<file path="src/rtl/dest_hazard_tracker.sv">
// ============================================================================
// Module  : dest_hazard_tracker
// Brief   : X/M/W destination tracking, W-stage regfile write port, and decode
//           stall for load-use, RAW and pending mult/div hazards.
//           Optional macro HAZARD_BYPASS_EN adds fwd_a/fwd_b forwarding selects.
// Revision: 1.0 - initial release
// ============================================================================
`default_nettype none

module dest_hazard_tracker #(
    parameter int ADDR_W     = 5,
    parameter int MD_TIMEOUT = 64
) (
    input  logic              clock,
    input  logic              reset,
    input  logic              d_valid,
    input  logic [ADDR_W-1:0] d_rd,
    input  logic              d_we,
    input  logic              d_is_load,
    input  logic              d_is_md,
    input  logic [ADDR_W-1:0] d_rs,
    input  logic [ADDR_W-1:0] d_rt,
    input  logic              d_rs_used,
    input  logic              d_rt_used,
    input  logic              flush,
    input  logic              md_ready,
    output logic              stall,
    output logic [ADDR_W-1:0] w_rd,
    output logic              w_we,
    output logic              md_busy,
    output logic [ADDR_W-1:0] md_rd,
`ifdef HAZARD_BYPASS_EN
    output logic [1:0]        fwd_a,
    output logic [1:0]        fwd_b,
`endif
    output logic              md_timeout
);

    localparam int              CNT_W   = $clog2(MD_TIMEOUT + 1);
    localparam logic [CNT_W-1:0] CNT_MAX = CNT_W'(MD_TIMEOUT);

    // Pipeline tracking entries; the load flag only matters in X.
    logic [ADDR_W-1:0] x_rd;
    logic              x_we;
    logic              x_load;
    logic [ADDR_W-1:0] m_rd;
    logic              m_we;
    logic [CNT_W-1:0]  md_cnt;

    logic              eff_we;
    logic              issue;
    logic              match_x;
    logic              match_m;
    logic              match_md;
    logic              load_use;
    logic              md_hazard;
    logic              raw_hazard;

    assign eff_we = d_valid & d_we & (d_rd != '0);
    assign issue  = d_valid & ~stall & ~flush;

    assign match_x  = (x_rd != '0) &
                      ((d_rs_used & (d_rs == x_rd)) | (d_rt_used & (d_rt == x_rd)));
    assign match_m  = (m_rd != '0) &
                      ((d_rs_used & (d_rs == m_rd)) | (d_rt_used & (d_rt == m_rd)));
    assign match_md = (md_rd != '0) &
                      ((d_rs_used & (d_rs == md_rd)) | (d_rt_used & (d_rt == md_rd)));

    assign load_use  = x_load & x_we & match_x;
    assign md_hazard = md_busy & (match_md | (d_we & (d_rd == md_rd)) | d_is_md);

`ifdef HAZARD_BYPASS_EN
    // Non-load producers in X or M are forwarded, so only load-use stalls.
    assign raw_hazard = 1'b0;

    always_comb begin
        fwd_a = 2'b00;
        if (x_we & ~x_load & d_rs_used & (d_rs == x_rd) & (d_rs != '0))
            fwd_a = 2'b01;
        else if (m_we & d_rs_used & (d_rs == m_rd) & (d_rs != '0))
            fwd_a = 2'b10;
    end

    always_comb begin
        fwd_b = 2'b00;
        if (x_we & ~x_load & d_rt_used & (d_rt == x_rd) & (d_rt != '0))
            fwd_b = 2'b01;
        else if (m_we & d_rt_used & (d_rt == m_rd) & (d_rt != '0))
            fwd_b = 2'b10;
    end
`else
    // Without bypass any in-flight producer in X or M blocks the reader.
    assign raw_hazard = (x_we & match_x) | (m_we & match_m);
`endif

    assign stall = d_valid & ~flush & (load_use | md_hazard | raw_hazard);

    always_ff @(posedge clock) begin
        if (reset) begin
            x_rd       <= '0;
            x_we       <= 1'b0;
            x_load     <= 1'b0;
            m_rd       <= '0;
            m_we       <= 1'b0;
            w_rd       <= '0;
            w_we       <= 1'b0;
            md_busy    <= 1'b0;
            md_rd      <= '0;
            md_cnt     <= '0;
            md_timeout <= 1'b0;
        end else begin
            w_rd <= m_rd;
            w_we <= m_we;
            m_rd <= x_rd;
            m_we <= x_we;

            if (issue) begin
                x_rd   <= d_rd;
                x_we   <= eff_we & ~d_is_md;
                x_load <= d_is_load;
            end else begin
                x_rd   <= '0;
                x_we   <= 1'b0;
                x_load <= 1'b0;
            end

            if (md_busy) begin
                if (md_ready) begin
                    md_busy <= 1'b0;
                end else if (md_cnt != CNT_MAX) begin
                    md_cnt <= md_cnt + CNT_W'(1);
                    if (md_cnt + CNT_W'(1) == CNT_MAX)
                        md_timeout <= 1'b1;
                end
            end

            // A new mult/div can only issue once the previous one has retired.
            if (issue & d_is_md) begin
                md_busy <= 1'b1;
                md_rd   <= d_rd;
                md_cnt  <= '0;
            end
        end
    end

endmodule

`default_nettype wire

</file>
<file path="config.mk">
export PLATFORM = sky130hd
export DESIGN_NAME = dest_hazard_tracker
export DESIGN_NICKNAME = d
export VERILOG_FILES = /design/src/rtl/dest_hazard_tracker.sv
export SDC_FILE = /design/constraint.sdc
export NUM_CORES = 1
export LEC_CHECK = 0
export BUFFER_PORTS_ARGS = -buffer_cell sky130_fd_sc_hd__buf_2
export CORE_MARGIN = 1.5
export CORE_UTILIZATION = 55
export DETAILED_ROUTE_END_ITERATION = 8
export GPL_TIMING_DRIVEN = 0
export PLACE_DENSITY_LB_ADDON = 0.25
export SYNTH_ARGS = -nofsm -noshare
export SYNTH_HDL_FRONTEND = slang
export SYNTH_SLANG_ARGS = --single-unit
</file>
<file path="constraint.sdc">
create_clock -name clock -period 6.19 [get_ports clock]
set_input_delay 1.857 -clock clock [delete_from_list [all_inputs] [get_ports clock]]
set_output_delay 1.857 -clock clock [all_outputs]
set_load 0.005 [all_outputs]
</file>
# Word level (Yosys, flattened, before mapping)
# Index checks and enable logic that the tools add are counted.
# word_totals
register_bits	33
inputBits	25
# op_classes
n_eq_ne	9
add_sub_neg	1
n_reduce_logical	8
bitwise	36
mux	3
# ops
operator	n
$eq A5 B5 Y1	7
$and A1 B1 Y1	23
$reduce_bool A5 Y1	4
$or A1 B1 Y1	8
$add A7 B1 Y7 const B	1
$eq A7 B7 Y1 const B	1
$ne A7 B7 Y1 const B	1
$not A1 Y1	5
$reduce_and A4 Y1	1
$reduce_or A2 Y1	2
$mux W1	3
$reduce_and A3 Y1	1

# Depth between registers and ports, before layout
# logic_depth
depth_word	15
mapped_depth	8
depth_no_buf	8

# Worst setup path before layout
# OpenSTA, ideal clock, no wires.
# synth_path
path_type	input -> output
from	input port d_rs[0]
to	output port stall
arrival_time_ns	2.933
cell_stages	6
path_slack_ns	1.400
required_ns	4.333
n_path_buf	0
path_cell_list	xnor2_1 > nand4_1 > o22ai_1 > a22oi_1 > o21ai_1 > and3b_1
# synth_between
elab_chain_len	10
# synth_lines
element	line	source
start, declared	21	input logic [ADDR_W-1:0] d_rs,
$eq A5 B5 Y1	67	((d_rs_used & (d_rs == md_rd)) | (d_rt_used & (d_rt == md_rd)));
$and A1 B1 Y1	67	
$or A1 B1 Y1	67	
$and A1 B1 Y1	66	assign match_md = (md_rd != '0) &
$or A1 B1 Y1 (2 in a row)	70	assign md_hazard = md_busy & (match_md | (d_we & (d_rd == md_rd)) | d_is_md);
$and A1 B1 Y1	70	
$or A1 B1 Y1	96	assign stall = d_valid & ~flush & (load_use | md_hazard | raw_hazard);
$or A1 B1 Y1 *	96	
$and A1 B1 Y1 *	96	
end, declared	27	output logic stall,
# Mark *: on every way between the ends. The rest lies on a longest branch, timed or not.

# Worst setup path after layout
# layout_path
from	input port d_rs[2]
to	output port stall
# Same word-level chain as after synthesis.

==> metrics.yaml <==
timing:
  maxSlewHeadroom_pct: 64.9
  setup_viol: 0
  holdWs_ps: 484
  clock.fmax_ghz: 0.191
  setup-tns-final_ps: 0
  hold_violations: 0
  slew_viol_final: 0
  tightest_slew_ps: 527
  clock_skew_ps: 9.99
  fin_crit_ps: 5220
  period_share_pct: 84.4
  rsz0062_at_grt: "false"
drt:
  wl_mm: 3.25
  wire_per_inst_um: 12.3
  ant_nets: 0
  vias: 1417
  drc: 0
  dr.pass1.iters: 6
  viasPerCell: 5.35
  initialDrtViolationCount: 54
worst_hold_path:
  holdPathEnd: "w_we"
  hold_path.class: "register to register"
  holdPathStages: 1
  min_from: "m_we"
worst_setup_path:
  cp-start-kind: "input port"
  timing.rr.end: "md_cnt[6]"
  cp-end-kind: "output port"
  critical_path_class: "input port to output port"
  r2r_cells: 6
  cp_max_fo: 7
  r2r_start: "m_rd[1]"
  reg2reg_slack_ps: 4110
  cp.required_ps: 4330
  slowest_delay_ps: 360
  crit_top_cell: "buf_2"
  crit_arrival_ps: 3370
  path_cells: "buf_2 > xnor2_1 > nand4_1 > o22ai_1 > a22oi_1 > o21ai_1 > and3b_1 > buf_2"
  cpMaxStageDelayCell: "o22ai_1"
clocking:
  cts_root_buf: "clkbuf_4"
  cts_buffers: 5
  cts_setup_buffers: 0
  clock_latency_ps: 330
  cts_tree: "built"
  cts_sinks: 32
  htreeDepth: 2
  ctsResizeCount: 0
  clk_pin_slew_worst_paths_ps: 100
  hold_buffers: 0
  clockBufferDepth: 2
pwr:
  leakage_uw: 0.000777
  total_power_uw: 383
  powerDensity_nw_per_um2: 197
  ir_worst_vdd_mv: 0.126
synth:
  synth_warnings: 0
  avgSynthCellArea_um2: 8.83
  synth_ff_type: "dfxtp_1"
  syn_inst: 189
  ys_seq_area_share_pct: 38.4
  synth_cell_types: 30
  synth_top_cell_area_share_pct: 38.4
  syn_area_um2: 1670
  synth.area.top_cells: "dfxtp_1 (38%), xnor2_1 (20%), nor2_1 (5.8%), nor2b_1 (4.5%), mux2i_1 (3.6%)"
  ys_ff_latch: 32
  synth_most_common_cell: "xnor2_1"
  synth_edf_count: 0
  syn-num-nets: 217
  synthTopCellsByCount: "xnor2_1 (38), dfxtp_1 (32), nor2_1 (26), nor2b_1 (12), nand2_1 (11)"
  synth.largest_area_cell: "dfxtp_1"
  async_reset_ff_share_pct: 0
finish:
  nNetsFinal: 261
  num_antenna_cells: 0
  fin_area_um2: 1950
  drive_gt1_share_pct: 20.1
  area_delta_synth_final_pct: 16.8
  fin_cells: 265
grt:
  grt_max_degree: 12
  first_global_vias: 1287
  antenna_found_initial: 0
  grt_pass1_wl_mm: 5.63
  gr-total-overflow: 0
  grtUsageTotal_pct: 21.7
floorplanning:
  start_util_pct: 59.0
  die_w_um: 58.1
  die_h_um: 58.1
  core_area_um2: 2830
  die_area_um2: 3370
  num_rows: 19
  num_io_pins: 39
placement:
  hpwl_mm: 2.56
  gp_congestion: 0.799
  place_area_um2: 1890
  numPortBuffers: 37
  placed_cells: 257
run:
  cap_violations: 0
run_status:
  status: "complete, no violations"
critical path: cells and delay by family:
kind | cells | cell delay, ps
buf+inv | 2 | 240
xor+xnor | 1 | 160
compound gates | 3 | 770
simple gates | 2 | 320
logic make-up after synthesis:
group | share of synthesized area (%)
muxes | 3.60
AOI/OAI and AO/OA | 6.45
and+or+nand+nor | 23.6
DFF | 38.4
buffers and inverters | 3.15
xor gates and xnor gates | 22.6
adders and majority gates | 2.25
where the power goes:
| group | switching, µW | total (µW) | internal, µW |
|---|---|---|---|
| registers | 2.89 | 212 | 209 |
| logic | 26.2 | 51.7 | 25.4 |
| clock network | 75.7 | 119 | 43.6 |
sequential cells by signal, summed over array words and instances (netlist names):
name        flops
w_we            1
m_we            1
w_rd            5
md_cnt          7
md_busy         1
md_rd           5
x_rd            5
md_timeout      1
x_we            1
m_rd            5
cell type report:
type / count / area, µm²
Buffer: 9 / 37.5
Clock buffer: 5 / 37.5
Clock inverter: 3 / 18.8
Fill cell: 268 / 880
Inverter: 4 / 15.0
Multi-Input combinational cell: 144 / 976
Sequential cell: 32 / 641
Tap cell: 31 / 38.8
Timing Repair Buffer: 37 / 185
worst max-delay path by stage:
stage                     slack, ps    start  depth (start not counted)     to
after floorplan                1400  d_rs[0]                          6  stall
after global placement          980  d_rs[0]                          8  stall
after detailed placement        970  d_rs[2]                          8  stall
after CTS                       960  d_rs[2]                          8  stall
after global routing            790  d_rs[2]                          8  stall
final                           970  d_rs[2]                          8  stall
stage by stage:
stage	utilization, %	worst slack (ps)
global route	68.9	793
finish	68.9	966
floorplan	-	1400
detailed placement	66.9	973
global placement	66.9	979
CTS	68.9	964
routing by layer:
metal / global-route usage, % / wire [µm] / up-vias
met5: 0 / 0 / -
met1: 29.3 / 1620 / 651
met2: 35.2 / 1410 / 41
li1: - / - / 719
met4: 5.98 / 45 / 0
met3: 4.69 / 178 / 6
cells in the final DEF, fill, tap and decap left out, types with 4 or more instances in the layout:
cell type | Yosys | final
inv_1 | 4 | 4
mux2i_1 | 6 | 6
nor2_1 | 26 | 26
nand2_1 | 11 | 11
nor2b_1 | 12 | 12
nand3_1 | 9 | 9
xnor2_1 | 38 | 38
xor2_1 | 5 | 5
clkbuf_1 | 8 | 8
nand4_1 | 8 | 8
dfxtp_1 | 32 | 32
buf_2 | 0 | 37
clkbuf_4 | 0 | 5
(Power assumes the default switching activity.)
